## config.mk

```make
export PLATFORM = sky130hd
export DESIGN_NAME = ex_fsm
export DESIGN_NICKNAME = d
export VERILOG_FILES = /design/src/rtl/ex_pkg.sv /design/src/rtl/ex_fsm_mfc_timer.sv /design/src/rtl/ex_fsm.sv
export SDC_FILE = /design/constraint.sdc
export NUM_CORES = 1
export LEC_CHECK = 0
export CAP_MARGIN = 30
export CORE_MARGIN = 3
export CORE_UTILIZATION = 48
export DETAILED_ROUTE_END_ITERATION = 7
export MAX_ROUTING_LAYER = met4
export PLACE_DENSITY = 0.88
export SLEW_MARGIN = 15
export SYNTH_ARGS = -nofsm -noshare
export SYNTH_HDL_FRONTEND = slang
export SYNTH_HIERARCHICAL = 1
export SYNTH_SLANG_ARGS = --single-unit
```

## constraint.sdc

```tcl
create_clock -name clk -period 2.7 [get_ports clk]
set_input_delay 0.54 -clock clk [delete_from_list [all_inputs] [get_ports clk]]
set_output_delay 0.54 -clock clk [all_outputs]
set_load 0.05 [all_outputs]
```

## src/rtl/ex_pkg.sv

```systemverilog
// ex_pkg: opcodes, IR field positions, state encoding and the
// per-state control-word decode shared by the execute FSM.
package ex_pkg;

  localparam int OPC_HI = 15;
  localparam int OPC_LO = 12;
  localparam int RD_HI  = 11;
  localparam int RD_LO  = 8;
  localparam int RS_HI  = 7;
  localparam int RS_LO  = 4;
  localparam int IMM_HI = 7;
  localparam int IMM_LO = 0;

  localparam logic [3:0] OP_NOP   = 4'h0;
  localparam logic [3:0] OP_LOAD  = 4'h1;
  localparam logic [3:0] OP_STORE = 4'h2;
  localparam logic [3:0] OP_ADD   = 4'h3;
  localparam logic [3:0] OP_SUB   = 4'h4;
  localparam logic [3:0] OP_MOVI  = 4'h5;
  localparam logic [3:0] OP_JMP   = 4'h6;
  localparam logic [3:0] OP_HALT  = 4'hF;

  // LOAD/STORE share the address state; HALT and ERR share one
  // terminal state, told apart by the sticky flag registers.
  typedef enum logic [3:0] {
    IDLE     = 4'd0,
    DECODE   = 4'd1,
    MEM_ADDR = 4'd2,
    LD_MEM   = 4'd3,
    LD_MDR   = 4'd4,
    LD_WB    = 4'd5,
    ST_DATA  = 4'd6,
    ST_MEM   = 4'd7,
    AL_A     = 4'd8,
    AL_B     = 4'd9,
    AL_WB    = 4'd10,
    MV       = 4'd11,
    JP       = 4'd12,
    PC_INC   = 4'd13,
    DONE     = 4'd14,
    STOP     = 4'd15
  } state_t;

  typedef struct packed {
    logic       imm_out;
    logic       mar_en;
    logic       mem_en;
    logic       mem_rw;
    logic       mdr_rd;
    logic       mdr_wr;
    logic       mdr_out;
    logic       reg_out;
    logic       reg_in;
    logic       a_en;
    logic       alu_op;
    logic       alu_en;
    logic       alu_out;
    logic       pc_inc;
    logic       pc_en;
    logic       done;
    logic [3:0] reg_sel;
  } ctl_t;

  function automatic logic [3:0] opc(logic [15:0] ir);
    return ir[OPC_HI:OPC_LO];
  endfunction

  function automatic ctl_t decode_ctl(state_t s, logic [15:0] ir);
    ctl_t c;
    c = '0;
    unique case (s)
      MEM_ADDR: begin
        c.imm_out = 1'b1;
        c.mar_en  = 1'b1;
      end
      LD_MEM: begin
        c.mem_en = 1'b1;
        c.mem_rw = 1'b1;
      end
      LD_MDR: begin
        c.mem_en = 1'b1;
        c.mem_rw = 1'b1;
        c.mdr_rd = 1'b1;
      end
      LD_WB: begin
        c.mdr_out = 1'b1;
        c.reg_in  = 1'b1;
        c.reg_sel = ir[RD_HI:RD_LO];
      end
      ST_DATA: begin
        c.reg_out = 1'b1;
        c.mdr_wr  = 1'b1;
        c.reg_sel = ir[RD_HI:RD_LO];
      end
      ST_MEM: c.mem_en = 1'b1;
      AL_A: begin
        c.reg_out = 1'b1;
        c.a_en    = 1'b1;
        c.reg_sel = ir[RD_HI:RD_LO];
      end
      AL_B: begin
        c.reg_out = 1'b1;
        c.alu_en  = 1'b1;
        c.alu_op  = (opc(ir) == OP_SUB);
        c.reg_sel = ir[RS_HI:RS_LO];
      end
      AL_WB: begin
        c.alu_out = 1'b1;
        c.reg_in  = 1'b1;
        c.reg_sel = ir[RD_HI:RD_LO];
      end
      MV: begin
        c.imm_out = 1'b1;
        c.reg_in  = 1'b1;
        c.reg_sel = ir[RD_HI:RD_LO];
      end
      JP: begin
        c.imm_out = 1'b1;
        c.pc_en   = 1'b1;
      end
      PC_INC: c.pc_inc = 1'b1;
      DONE:   c.done   = 1'b1;
      default: ;
    endcase
    return c;
  endfunction

endpackage

```

## src/rtl/ex_fsm_mfc_timer.sv

```systemverilog
// mfc_timer: counts MFC-low cycles in a memory state; expired
// flags that the wait limit has been reached.
module mfc_timer #(
  parameter int LIMIT = 255,
  parameter int TW    = 8
) (
  input  logic clk,
  input  logic rst,
  input  logic clear,
  input  logic enable,
  input  logic MFC,
  output logic expired
);

  logic [TW-1:0] cnt;

  assign expired = (cnt == TW'(LIMIT));

  always_ff @(posedge clk or negedge rst) begin
    if (!rst)
      cnt <= '0;
    else if (clear)
      cnt <= '0;
    else if (enable && !MFC && !expired)
      cnt <= cnt + 1'b1;
  end

endmodule

```

## src/rtl/ex_fsm.sv

```systemverilog
// ex_fsm: execute-stage control FSM with registered Moore outputs.
// Define EX_MFC_TIMEOUT_EN to bound memory waits and raise bus_err.
module ex_fsm
  import ex_pkg::*;
#(
  parameter int MFC_TIMEOUT = 255,
  parameter int TW          = 8
) (
  input  logic        clk,
  input  logic        rst,
  input  logic        ir_valid,
  input  logic [15:0] ir,
  input  logic        MFC,
  output logic        IMM_out,
  output logic        MAR_EN,
  output logic        mem_EN,
  output logic        mem_RW,
  output logic        MDR_EN_read,
  output logic        MDR_EN_write,
  output logic        MDR_out,
  output logic [3:0]  reg_sel,
  output logic        reg_out,
  output logic        reg_in,
  output logic        A_EN,
  output logic        alu_op,
  output logic        ALU_EN,
  output logic        ALU_out,
  output logic        PC_inc,
  output logic        PC_EN,
  output logic        done,
  output logic        halted,
  output logic        illegal,
  output logic        bus_err
);

  state_t      state, nxt;
  logic [15:0] ir_q, ir_n;
  logic        rearm;
  logic        expired;
  logic        halt_set, ill_set, err_set;
  ctl_t        ctl;

  always_comb begin
    nxt      = state;
    ir_n     = ir_q;
    halt_set = 1'b0;
    ill_set  = 1'b0;
    err_set  = 1'b0;
    unique case (state)
      IDLE:
        if (!rearm && ir_valid) begin
          nxt  = DECODE;
          ir_n = ir;
        end
      DECODE:
        unique case (opc(ir_q))
          OP_NOP:          nxt = PC_INC;
          OP_LOAD,
          OP_STORE:        nxt = MEM_ADDR;
          OP_ADD, OP_SUB:  nxt = AL_A;
          OP_MOVI:         nxt = MV;
          OP_JMP:          nxt = JP;
          OP_HALT: begin
            nxt      = STOP;
            halt_set = 1'b1;
          end
          default: begin
            nxt      = STOP;
            halt_set = 1'b1;
            ill_set  = 1'b1;
          end
        endcase
      MEM_ADDR:
        nxt = (opc(ir_q) == OP_LOAD) ? LD_MEM : ST_DATA;
      LD_MEM, ST_MEM:
        if (MFC)
          nxt = (state == LD_MEM) ? LD_MDR : PC_INC;
        else if (expired) begin
          nxt     = STOP;
          err_set = 1'b1;
        end
      LD_MDR:  nxt = LD_WB;
      LD_WB:   nxt = PC_INC;
      ST_DATA: nxt = ST_MEM;
      AL_A:    nxt = AL_B;
      AL_B:    nxt = AL_WB;
      AL_WB:   nxt = PC_INC;
      MV:      nxt = PC_INC;
      JP:      nxt = DONE;
      PC_INC:  nxt = DONE;
      DONE:    nxt = IDLE;
      STOP:    nxt = STOP;
      default: nxt = IDLE;
    endcase
  end

`ifdef EX_MFC_TIMEOUT_EN
  logic in_mem;
  logic bus_err_q;

  assign in_mem  = (state == LD_MEM) || (state == ST_MEM);
  assign bus_err = bus_err_q;

  mfc_timer #(
    .LIMIT (MFC_TIMEOUT),
    .TW    (TW)
  ) u_tmr (
    .clk     (clk),
    .rst     (rst),
    .clear   (!in_mem),
    .enable  (in_mem),
    .MFC     (MFC),
    .expired (expired)
  );
`else
  logic [TW:0] unused_cfg;

  assign unused_cfg = {err_set, TW'(MFC_TIMEOUT)};
  assign expired    = 1'b0;
  assign bus_err    = 1'b0;
`endif

  always_ff @(posedge clk or negedge rst) begin
    if (!rst) begin
      state   <= IDLE;
      ir_q    <= '0;
      rearm   <= 1'b0;
      ctl     <= '0;
      halted  <= 1'b0;
      illegal <= 1'b0;
`ifdef EX_MFC_TIMEOUT_EN
      bus_err_q <= 1'b0;
`endif
    end else begin
      state   <= nxt;
      ir_q    <= ir_n;
      // fetch may still hold ir_valid for the cycle after done
      rearm   <= (state == DONE);
      ctl     <= decode_ctl(nxt, ir_n);
      halted  <= halted | halt_set;
      illegal <= illegal | ill_set;
`ifdef EX_MFC_TIMEOUT_EN
      bus_err_q <= bus_err_q | err_set;
`endif
    end
  end

  assign IMM_out      = ctl.imm_out;
  assign MAR_EN       = ctl.mar_en;
  assign mem_EN       = ctl.mem_en;
  assign mem_RW       = ctl.mem_rw;
  assign MDR_EN_read  = ctl.mdr_rd;
  assign MDR_EN_write = ctl.mdr_wr;
  assign MDR_out      = ctl.mdr_out;
  assign reg_sel      = ctl.reg_sel;
  assign reg_out      = ctl.reg_out;
  assign reg_in       = ctl.reg_in;
  assign A_EN         = ctl.a_en;
  assign alu_op       = ctl.alu_op;
  assign ALU_EN       = ctl.alu_en;
  assign ALU_out      = ctl.alu_out;
  assign PC_inc       = ctl.pc_inc;
  assign PC_EN        = ctl.pc_en;
  assign done         = ctl.done;

endmodule

```

==> impl_metrics.env, run 1 <==
export IMPL_grt_pass1_vias=1249
export IMPL_synth_top_cell_by_area="dfrtp_1"
export IMPL_status="completed"
export IMPL_synthesis_area_um2=1740
export IMPL_finalSetupTns_ns=0
export IMPL_gp_congestion=0.823
export IMPL_multi_input_area_um2=692
export IMPL_async_flop_share_pct=100
export IMPL_grt_ovfl_total=0
export IMPL_fin_cells=233
export IMPL_post_place_cells=225
export IMPL_hold_buffers=0
export IMPL_drt_iter0_markers=51
export IMPL_slew_headroom_pct=45.9
export IMPL_num_fill_cells=279
export IMPL_ff2ff_setup_slack_ns=0.41
export IMPL_area_growth_pct=27.1
export IMPL_die_y_um=66.3
export IMPL_wl_um=3490
export IMPL_slew_violations=0
export IMPL_hold_viol_final=0
export IMPL_antenna_found_initial=0
export IMPL_cts_tree="built"
export IMPL_htree_levels=2
export IMPL_grt_max_degree=40
export IMPL_clock_latency_ns=0.34
export IMPL_synth_warnings=6
export IMPL_power_w=0.00278
export IMPL_clock_skew_ns=0.00530
export IMPL_r2r_cells=6
export IMPL_leakage_nw=0.993
export IMPL_slowest_stage="or4b_1"
export IMPL_cts_sinks=39
export IMPL_synth_area_leaders="dfrtp_1 56%, mux2_2 7.8%, a21oi_1 2.3%"
export IMPL_std_cell_rows=21
export IMPL_cp_start_kind="register"
export IMPL_ios=43
export IMPL_seqCellArea_um2=976
export IMPL_peakVddDrop_mv=0.599
export IMPL_postSynthAreaPerCell_um2=11.7
export IMPL_fp_coreArea_um2=3420
export IMPL_power_density_nw_per_um2=1260
export IMPL_cts_resized=0
export IMPL_r2r_start="state[3]"
export IMPL_dp_hpwl_um=2580
export IMPL_cp_max_fo=13
export IMPL_gr_usage_all_layers_pct=18.3
export IMPL_cap_violations=0
export IMPL_ant_nets=0
export IMPL_final_nets=206
export IMPL_numCtsBuffers=5
export IMPL_syn_inst=149
export IMPL_worst_pin_slew_ns=0.812
export IMPL_yosysMostFrequentCell="dfrtp_1"
export IMPL_ys_ff_latch=39
export IMPL_min_period_ns=2.29
export IMPL_drc=0
export IMPL_rsz0062_at_grt="false"
export IMPL_synth_cell_types=45
export IMPL_cts_root_buffer="clkbuf_4"
export IMPL_post_route_period_util_pct=84.8
export IMPL_r2r_end="reg_out"
export IMPL_antenna_cells=0
export IMPL_ys_top_cells_by_count="39 x dfrtp_1, 12 x mux2_2, 8 x a21oi_1, 8 x nor2_1, 7 x nand2_1"
export IMPL_end_kind="register"
export IMPL_max_freq_ghz=0.437
export IMPL_crit_chain="or4b_1, a21oi_1, a2111oi_2, buf_4, and4_1, or3_1"
export IMPL_synthFlopType="dfrtp_1"
export IMPL_synth_edf_count=0
export IMPL_cp_data_arrival_time_ns=2.52
export IMPL_cp_required_ns=2.93
export IMPL_cts_buffer_depth=2
export IMPL_setup_viol=0
export IMPL_vias_per_cell=5.50
export IMPL_wl_per_cell_um=15.0
export IMPL_io_buffers=37
export IMPL_die_width_um=66.3
export IMPL_die_area_um2=4390
export IMPL_grt_pass1_wl_um=5910
export IMPL_netlist_area_leader_share_pct=56.0
export IMPL_initial_core_util_pct=51.0
export IMPL_postCtsSetupBuffers=0
export IMPL_hp_class="in2async"
export IMPL_clk_pin_slew_ns=0.11
export IMPL_cp_slowest_stage_delay_ns=0.65
export IMPL_yosysSeqAreaShare_pct=56.0
export IMPL_crit_type="reg2reg"
export IMPL_vias=1281
export IMPL_layout_drive_gt1_share_pct=19.3
export IMPL_syn_nets=169
export IMPL_first_pass_iters=4
area by class of cell:
cell class	count	area share, %
multi-input cells	93	31.2
repair buffers	41	17.8
well taps	46	2.60
flip-flops and latches	39	44.0
clock buffers	7	2.94
clock inverters	1	0.339
inverters	6	1.02
per-layer routing:
layer / vias to the layer above / wire [um] / track usage (%)
met5: - / 0 / -
met4: 0 / 78 / 7.36
met3: 9 / 202 / 6.12
met2: 52 / 1750 / 28.0
met1: 613 / 1450 / 22.4
li1: 607 / - / -
worst max-delay path by stage:
stage,startpoint,endpoint,slack (ns),depth (start not counted)
after floorplan,ir_q[13],IMM_out,0.71,7
after global placement,ir_valid,reg_sel[1],0.36,7
after detailed placement,ir_valid,reg_sel[0],0.27,7
after CTS,state[3],reg_out,0.41,6
after global routing,state[1],reg_out,0.25,6
final,state[3],reg_out,0.41,6
sequential cells by signal, indices dropped and copies added, names as in the netlist:
name and count:
MDR_EN_read 1, alu_op 1, reg_out 1, ALU_out 1, halted 1, reg_in 1, ALU_EN 1, mem_RW 1
reg_sel 4, PC_inc 1, MDR_out 1, IMM_out 1, illegal 1, mem_EN 1, MDR_EN_write 1, done 1
A_EN 1, PC_EN 1, ir_q 12, rearm 1, MAR_EN 1, state 4
cells by family (layout without fill, tap and decap cells):
group                     after synthesis  after routing  synth area share [%]
and+or+nand+nor                        46             46                  16.5
DFF                                    39             39                  56.0
AOI/OAI and AO/OA                      32             32                  13.9
buffers and inverters                  17             55                  4.67
muxes                                  12             12                  7.75
xor gates and xnor gates                2              2                  1.01
other                                   1              1                 0.215
per-stage QoR:
stage | instance area (um2) | utilization, % | hold WS, ns | setup slack, ns
final | 2220 | 64.9 | 0.279 | 0.410
after detailed placement | 2140 | 62.7 | 0.461 | 0.271
after floorplan | 1740 | - | 0.244 | 0.707
after global routing | 2220 | 64.9 | 0.331 | 0.245
after CTS | 2220 | 64.9 | 0.300 | 0.412
after global placement | 2140 | 62.7 | 0.459 | 0.356
critical path, delay by kind of cell (launching register included):
| kind | cells | cell delay (ns) |
|---|---|---|
| AND/OR/NAND/NOR | 3 | 1.17 |
| buffers and inverters | 1 | 0.21 |
| AO/OA/AOI/OAI | 2 | 0.28 |
| flip-flops | 1 | 0.54 |
placed cells by master (no fill, tap or decap), drive strengths merged, types with 2 or more instances in the layout:
cell           instances
a2111oi                2
a21oi                  8
a31oi                  3
buf                    5
clkbuf                 7
clkdlybuf4s50         36
dfrtp                 39
inv                    6
mux2                  12
nand2                  7
nand2b                 3
nand3                  5
nor2                   8
nor2b                  4
nor4b                  3
o21ai                  3
o21bai                 2
o2bb2ai                4
o31ai                  5
or3                    4
or4b                   3
xor2                   2
power by group:
group | switching, W | internal, W
Sequential | 0.000201 | 0.000790
Combinational | 0.000897 | 0.000564
Clock | 0.000180 | 0.000152
No activity file was read; power rests on OpenSTA's default activity.
==> inputs of run 2 (changes only) <==
==> constraint.sdc (replaced) <==
create_clock -name clk -period 2.2 [get_ports clk]
set_input_delay 0.44 -clock clk [delete_from_list [all_inputs] [get_ports clk]]
set_output_delay 0.44 -clock clk [all_outputs]
set_load 0.05 [all_outputs]
==> run 2 against run 1 <==
Final cell count up 4.3%. Count of clock-buffer cells in the layout unchanged. First-iteration DRC count up 22%. Sequential share of layout area down 2.6 points. Hold slack worse by 0.091 ns. Largest cell class unchanged.
==> impl_metrics.env, run 2 (synthesis results as in run 1) <==
export IMPL_ios=43
export IMPL_gr_max_usage_layer="met2"
export IMPL_cap_violations=0
export IMPL_numCtsBuffers=5
export IMPL_hold_buffers=0
export IMPL_p_int_w=0.00204
export IMPL_status="completed"
export IMPL_rsz0062_at_grt="true"
export IMPL_fin_area_um2=2350
export IMPL_mostFrequentLayoutCell="dfrtp_1"
export IMPL_path_buf_inv=1
export IMPL_wl_per_cell_um=15.4
export IMPL_grt_pass1_wl_um=6010
export IMPL_gr_usage_all_layers_pct=18.8
export IMPL_ff2ff_setup_slack_ns=0.08
export IMPL_vias=1334
export IMPL_cp_data_arrival_time_ns=2.34
export IMPL_met2_usage_pct=29.1
export IMPL_final_nets=216
export IMPL_finalSetupTns_ns=0
export IMPL_globalRouteMet1Util_pct=22.0
export IMPL_cp_max_fo=12
export IMPL_p_clk_share_pct=10.9
export IMPL_grt_ovfl_total=0
export IMPL_min_period_ns=2.12
export IMPL_post_route_period_util_pct=96.5
export IMPL_p_switching_w=0.00170
export IMPL_htree_levels=2
export IMPL_cp_start_kind="register"
export IMPL_r2r_end="reg_out"
export IMPL_dp_hpwl_um=2670
export IMPL_slew_headroom_pct=44.8
export IMPL_placed_cell_area_um2=2220
export IMPL_wl_um=3740
export IMPL_slowest_stage="or4b_4"
export IMPL_slew_violations=0
export IMPL_power_density_nw_per_um2=1590
export IMPL_hp_class="in2async"
export IMPL_crit_type="reg2reg"
export IMPL_cts_tree="built"
export IMPL_p_sw_share_pct=45.5
export IMPL_grt_max_degree=40
export IMPL_hold_viol_final=0
export IMPL_grt_use_met3_pct=6.12
export IMPL_comb_power_share_pct=60.0
export IMPL_cts_sinks=39
export IMPL_drt_iter0_markers=62
export IMPL_clock_skew_ns=0.00742
export IMPL_antenna_cells=0
export IMPL_setup_viol=0
export IMPL_die_width_um=66.3
export IMPL_cts_root_buffer="clkbuf_4"
export IMPL_max_freq_ghz=0.471
export IMPL_end_kind="register"
export IMPL_die_area_um2=4390
export IMPL_r2r_cells=6
export IMPL_final_cell_mix="39 x dfrtp_1, 36 x clkdlybuf4s50_1, 13 x buf_4, 12 x mux2_2"
export IMPL_layout_drive_gt1_share_pct=26.4
export IMPL_cp_num_cells=6
export IMPL_fp_coreArea_um2=3420
export IMPL_largest_register="ir_q"
export IMPL_largest_reg_flops=12
export IMPL_drc=0
export IMPL_io_buffers=37
export IMPL_place_ws_ns=-0.0709
export IMPL_peakVddDrop_mv=0.881
export IMPL_multi_input_area_um2=752
export IMPL_die_y_um=66.3
export IMPL_worst_pin_slew_ns=0.828
export IMPL_clock_latency_ns=0.34
export IMPL_first_pass_iters=4
export IMPL_leakage_nw=1.05
export IMPL_gp_congestion=0.816
export IMPL_num_fill_cells=270
export IMPL_seqCellArea_um2=976
export IMPL_std_cell_rows=21
export IMPL_vias_per_cell=5.49
export IMPL_cp_required_ns=2.42
export IMPL_cp_slowest_stage_delay_ns=0.53
export IMPL_p_seq_share_pct=29.1
export IMPL_ant_nets=0
export IMPL_crit_chain="buf_6, or4b_4, o211ai_1, a2111oi_4, and4_1, or3_1"
export IMPL_layout_setup_ws_ns=0.0767
export IMPL_grt_pass1_vias=1324
export IMPL_antenna_found_initial=0
export IMPL_cts_buffer_depth=2
export IMPL_r2r_start="state[3]"
export IMPL_path_delay_family="simple AND/OR/NAND/NOR gates"
export IMPL_area_growth_pct=35.1
export IMPL_initial_core_util_pct=51.0
export IMPL_clk_pin_slew_ns=0.11
==> run 2: cell types whose count changed in the layout (fill, tap and decap cells not counted), sizes merged <==
cell / before / now
buf: 5 / 15
==> run 2: worst register-to-register path: stages, from the launching register on <==
cell and delay, ns:
dfrtp_1 0.40, buf_6 0.15, or4b_4 0.53, o211ai_1 0.32, a2111oi_4 0.08, and4_1 0.18
or3_1 0.35
==> run 2: repair_timing <==
action / in CTS / in global routing
setup buffers: 0 / 0
hold endpoints to repair: 0 / 0
endpoints found under the setup margin: 0 / 5
resized for setup: 0 / 10
==> run 2: layout make-up <==
| type | count | share of cell area (%) |
|---|---|---|
| Sequential cell | 39 | 41.4 |
| Multi-Input combinational cell | 93 | 31.9 |
| Timing Repair Buffer | 51 | 20.1 |
| Clock buffer | 7 | 2.76 |
| Tap cell | 46 | 2.44 |
| Inverter | 6 | 0.956 |
| Clock inverter | 1 | 0.319 |
==> run 2: power by group through the flow <==
stage	clock network [W]	logic (W)	registers, W
global route	0.000454	0.00240	0.00112
detailed placement	0	0.00208	0.00110
floorplan	0	0.000980	0.00149
finish	0.000407	0.00224	0.00109
global placement	0	0.00202	0.00108
CTS	0.000421	0.00209	0.00109
==> run 2: worst max path at each step <==
stage | start | end | slack, ns
2_1_floorplan | ir_q[13] | IMM_out | 0.21
3_3_place_gp | MFC | reg_sel[3] | -0.06
3_5_place_dp | MFC | reg_sel[0] | -0.07
4_1_cts | state[3] | reg_sel[2] | 0.09
5_1_grt | state[3] | reg_sel[1] | -0.005
6_report | state[3] | reg_out | 0.08
==> run 2: routing by layer <==
metal / part of all wire (%) / wire (um) / vias up
li1: - / - / 623
met1: 41 / 1530 / 640
met2: 50 / 1870 / 60
met3: 6.6 / 246 / 11
met4: 2.3 / 85 / 0
met5: 0 / 0 / -
==> run 2: stage by stage <==
| step | std cells | power, W | hold slack, ns | util [%] |
|---|---|---|---|---|
| 2_1_floorplan | 149 | 0.00247 | 0.144 | - |
| 3_3_place_gp | 235 | 0.00310 | 0.459 | 64.9 |
| 3_5_place_dp | 235 | 0.00318 | 0.470 | 64.9 |
| 4_1_cts | 243 | 0.00360 | 0.211 | 67.1 |
| 5_1_grt | 243 | 0.00397 | 0.233 | 68.9 |
| 6_report | 243 | 0.00374 | 0.188 | 68.9 |
==> patch 1 (flow settings as in run 1) <==
Add an input register stage for `ir_valid` and `ir`, without a reset; this delays them by one clock. The other inputs are not delayed to match. Comments in the files are not updated.
--- a/src/rtl/ex_fsm.sv
+++ b/src/rtl/ex_fsm.sv
@@ -34,4 +34,12 @@
 );
 
+  logic ir_valid_q;
+  logic [15:0] ir_r;
+
+  always_ff @(posedge clk) begin
+    ir_valid_q <= ir_valid;
+    ir_r       <= ir;
+  end
+
   state_t      state, nxt;
   logic [15:0] ir_q, ir_n;
@@ -49,7 +57,7 @@
     unique case (state)
       IDLE:
-        if (!rearm && ir_valid) begin
+        if (!rearm && ir_valid_q) begin
           nxt  = DECODE;
-          ir_n = ir;
+          ir_n = ir_r;
         end
       DECODE:
Formal check against the unedited RTL: not equivalent (a bounded check fails within 4 cycles, from zero or initial values and one cycle with rst low).
==> patch 1 against run 1 <==
  * Worst hold slack improved by 0.045 ns
  * Cell count increased by 12%
  * Via count increased by 8.0%
  * Synthesized area increased by 19%
  * Global-route usage decreased by 2.0 points
  * Worst setup slack improved by 0.087 ns
  * Wire length increased by 5.3%
  * Design area increased by 14%
  * Die area increased by 17%
  * Critical path depth unchanged
  * Sequential cell count increased by 13
  * Power increased by 12%
  * Critical path type unchanged
  * Highest routed layer unchanged
==> patch 1: results (changes against run 1) <==
| Metric | Value |
|---|---|
| Biggest regs | `ir_q x12, ir_r x12` |
| I/O Buffers | `37 (unchanged)` |
| First-pass GRT wire length | `6170 um (+4.3%)` |
| WL met1 | `1530 um (+5.4%)` |
| R2r worst-path depth | `6 (unchanged)` |
| Hpwl dp | `2580 um (-0.15%)` |
| Met2 wire len | `1840 um (+5.1%)` |
| Root Driver | `clkbuf_8` |
| Nets | `230 (+12%)` |
| Synth unique cells | `46 (+2.2%)` |
| Worst Hold Class | `in2async` |
| DRT Pass-1 Iters | `4 (unchanged)` |
| Worst VDD drop | `0.000559 V (-6.8%)` |
| PostCTS Resize Cnt | `0 (unchanged)` |
| Fillcell total | `351 (+26%)` |
| Async SR Flop Fraction | `75.0% (-25 points)` |
| Final Skew | `0.00402 ns (-0.00128 ns)` |
| CTS clk-pin slew, worst paths | `0.09 ns (-0.02 ns)` |
| Total gr overflow | `0 (unchanged)` |
| Outcome | `complete, no violations` |
| Htree depth | `2 (unchanged)` |
| Max Used Layer | `met4` |
| Clk_lat worst skew | `0.31 ns (-0.03 ns)` |
| Cts bufs inserted | `5 (unchanged)` |
| Crit-path max FO | `13 (unchanged)` |
| YS warnings | `6 (unchanged)` |
| Wire per inst | `14.1 um (-6.0%)` |
| Worst path max stage delay | `0.52 ns (-0.13 ns)` |
| Vias in the first global route | `1298 (+3.9%)` |
| Initial antenna violation count | `0 (unchanged)` |
| Via/cell ratio | `5.30 (-3.6%)` |
| Met3 wire length | `231 um (+14%)` |
| DRT iter0 DRCs | `77 (+51%)` |
| Setup bufs post-CTS | `0 (unchanged)` |
| Slowest-stage cell, CP | `dfrtp_1` |
| Leak pwr | `0.00113 uW (+14%)` |
| Least-Margin Pin Slew | `0.837 ns (+0.0252 ns)` |
| Arr. time, crit path | `2.40 ns (-0.12 ns)` |
| Largest net degree at the start of global routing | `40 (unchanged)` |
| Dominant cells by area after synthesis | `dfrtp_1, dfxtp_1, mux2_2` |
| Gpl congestion | `0.865 (+5.2%)` |
| Critical path's top delay family | `simple AND/OR/NAND/NOR gates` |
| Most frequent cells after synthesis | `dfrtp_1, nor2_1, dfxtp_1` |
| Syn Nets | `196 (+16%)` |
| Internal | `1790 uW (+19%)` |
| Total track usage | `16.3% (-2.0 points)` |
| Sequential area share after synthesis | `59.6% (+3.6 points)` |
| Maximum buffer depth of the clock tree | `2 (unchanged)` |
| CP startpoint | `state[2]` |
| Fraction of layout cells with a size suffix above 1 | `16.1% (-3.1 points)` |
[patch 1: changes by cell type after synthesis, moves of 4 or more]
cell,delta
nor2_1,+8
inv_1,+5
o31ai_1,-4
buf_4,+5
clkbuf_1,-4
dfxtp_1,+13
o2bb2ai_1,-4
[patch 1: stage by stage]
step           hold WS (ns)  std cells  power, uW  instance area [sq um]  setup slack (ns)
2_1_floorplan         0.244        176       2350                   2070             0.896
3_3_place_gp          0.456        253       2600                   2420             0.348
3_5_place_dp          0.465        253       2660                   2420             0.295
4_1_cts               0.354        261       3130                   2520             0.520
5_1_grt               0.386        261       3330                   2520             0.314
6_report              0.325        261       3110                   2520             0.497
[patch 1: power groups by stage]
stage	Sequential, uW	Clock (uW)	Combinational, uW
floorplan	1360	0	990
global placement	1210	0	1390
detailed placement	1220	0	1430
CTS	1210	471	1450
global route	1250	506	1570
finish	1210	458	1450
[patch 1: layer usage]
layer / vias to the layer above / track usage [%]
met5: - / -
met4: 0 / 6.26
met3: 9 / 4.63
met2: 55 / 26.5
met1: 658 / 19.2
li1: 661 / -
[patch 1: final cells by class]
class | count | area, sq um | area share [%]
clock buffer | 6 | 82.6 | 3.28
multi-input combinational | 104 | 714 | 28.4
inverter | 9 | 33.8 | 1.34
tap | 50 | 62.6 | 2.49
timing repair buffer | 38 | 373 | 14.8
clock inverter | 2 | 13.8 | 0.547
sequential | 52 | 1240 | 49.1
[patch 1: logic make-up (layout without fill, tap and decap cells)]
| family | after synthesis | after routing | share of synthesized area, % |
|---|---|---|---|
| other | 1 | 1 | 0.181 |
| buffers and inverters | 20 | 55 | 5.91 |
| xor gates and xnor gates | 5 | 5 | 2.11 |
| muxes | 12 | 12 | 6.52 |
| AOI/OAI and AO/OA | 32 | 32 | 10.3 |
| DFF | 52 | 52 | 59.6 |
| and+or+nand+nor | 54 | 54 | 15.3 |
[patch 1: final timing paths]
check	endpoint	slack, ns
min reg2reg	ir_q[7]	0.48
min in group clk	ir_q[7]	0.48
max in group asynchronous	state[2]	1.85
max	reg_sel[0]	0.50
max reg2reg	reg_sel[0]	0.50
min	reg_sel[2]	0.32
==> patch 2 (settings of run 1) <==
Without the edit above. Add a define of `EX_MFC_TIMEOUT_EN`.
--- a/src/rtl/ex_fsm.sv
+++ b/src/rtl/ex_fsm.sv
@@ -1,4 +1,6 @@
 // ex_fsm: execute-stage control FSM with registered Moore outputs.
 // Define EX_MFC_TIMEOUT_EN to bound memory waits and raise bus_err.
+`define EX_MFC_TIMEOUT_EN
+
 module ex_fsm
   import ex_pkg::*;
Formal check against the unedited RTL: same outputs for any inputs over 10 cycles, from zero or initial values and one cycle with rst low; that may be too few to reach the edited logic, so the function may still have changed.
==> patch 2 against run 1 <==
  * Global-route usage decreased by 0.26 points
  * Design area up 26%
  * Sequential cell count is 9 higher
  * Synthesized area grew 31%
  * Count of clock-buffer cells in the layout fell by 1
  * Worst setup slack worse by 0.16 ns
  * Critical path type unchanged
  * Cell count rose by 28%
  * Critical endpoint is now reg_sel[1]
  * Wire length up 29%
Power is left out: it rests on default switching activity, and per cell area and clock period it moved more than threefold.
==> patch 2: results (changes against run 1) <==
| Metric | Value |
|---|---|
| CTS clk-pin slew, worst paths | `0.08 ns (-0.03 ns)` |
| Fraction of the mapped netlist area in adder cells | `0.550% (+0.55 points)` |
| Mux cell area share after synthesis | `6.38% (-1.4 points)` |
| Via/cell ratio | `5.57 (+1.3%)` |
| Most frequent cells after synthesis | `dfrtp_1, nor2_1, mux2_2` |
| Final non-filler cell total | `299 (+28%)` |
| Crit-path max FO | `7 (-6)` |
| Fillcell total | `356 (+28%)` |
| DRT iter0 DRCs | `68 (+33%)` |
| Clk_lat worst skew | `0.29 ns (-0.05 ns)` |
| Syn Nets | `226 (+34%)` |
| Reg-to-reg startpoint | `u_tmr/cnt[0]` |
| Root Driver | `clkbuf_8` |
| Wire per inst | `15.1 um (+0.87%)` |
| Gpl congestion | `0.914 (+11%)` |
| Largest net degree at the start of global routing | `49 (+23%)` |
| Fraction of layout cells with a size suffix above 1 | `17.0% (-2.2 points)` |
| Synth Area in Compound Gates | `10.9% (-2.9 points)` |
| Nets | `268 (+30%)` |
| Vias in the first global route | `1665 (+33%)` |
| Slowest-stage cell, CP | `or4b_2` |
| I/O Buffers | `38 (+2.7%)` |
| Total track usage | `18.1% (-0.26 points)` |
| Dominant cells by area after synthesis | `dfrtp_1, mux2_2, nor2_1` |
| Synth unique cells | `58 (+29%)` |
| Arr. time, crit path | `2.69 ns (+0.17 ns)` |
| Outcome | `complete, no violations` |
-- patch 2: cell types whose count changed after synthesis, moves of 4 or more --
cell / before / now
nor2_1: 8 / 19
dfrtp_1: 39 / 48
o31ai_1: 5 / 0
a21oi_1: 8 / 4
a22oi_1: 0 / 4
inv_1: 4 / 8
nand3_1: 4 / 8
nor3_1: 1 / 5
o2bb2ai_1: 4 / 0
xnor2_1: 0 / 4
-- patch 2: final timing paths --
kind / slack, ns / depth (start not counted) / end
worst max-delay path: 0.25 / 11 / reg_sel[1]
worst min-delay path: 0.32 / 2 / u_tmr/cnt[3]
worst max register to register: 0.25 / 11 / reg_sel[1]
worst min register to register: 0.46 / 1 / illegal
max in group asynchronous: 1.98 / 2 / reg_sel[0]
min in group clk: 0.46 / 1 / illegal
-- patch 2: final cells by class --
type                            instances  area (sq um)  share of cell area (%)
Clock inverter                          1          5.00                   0.179
Sequential cell                        48          1200                    42.9
Multi-Input combinational cell        138           990                    35.3
Inverter                                9          38.8                    1.39
Timing Repair Buffer                   45           428                    15.3
Tap cell                               52          65.1                    2.32
Clock buffer                            6          72.6                    2.59
-- patch 2: per-stage QoR --
| stage | worst slack (ns) | area [sq um] | hold WS [ns] |
|---|---|---|---|
| finish | 0.246 | 2800 | 0.324 |
| detailed placement | 0.0388 | 2710 | 0.447 |
| CTS | 0.121 | 2790 | 0.345 |
| floorplan | 0.394 | 2270 | 0.244 |
| global placement | 0.127 | 2710 | 0.443 |
| global route | 0.0237 | 2800 | 0.366 |
-- patch 2: metal layers --
layer	share of wire, %	global-route usage (%)
met1	44	22.1
met2	50	29.2
met3	5.1	4.54
met4	1.1	6.13
met5	0	-
-- patch 2: repair_timing --
action | in CTS | in global routing
endpoints found under the hold margin | 0 | 0
resized for setup | 0 | 2
endpoints found under the setup margin | 0 | 5
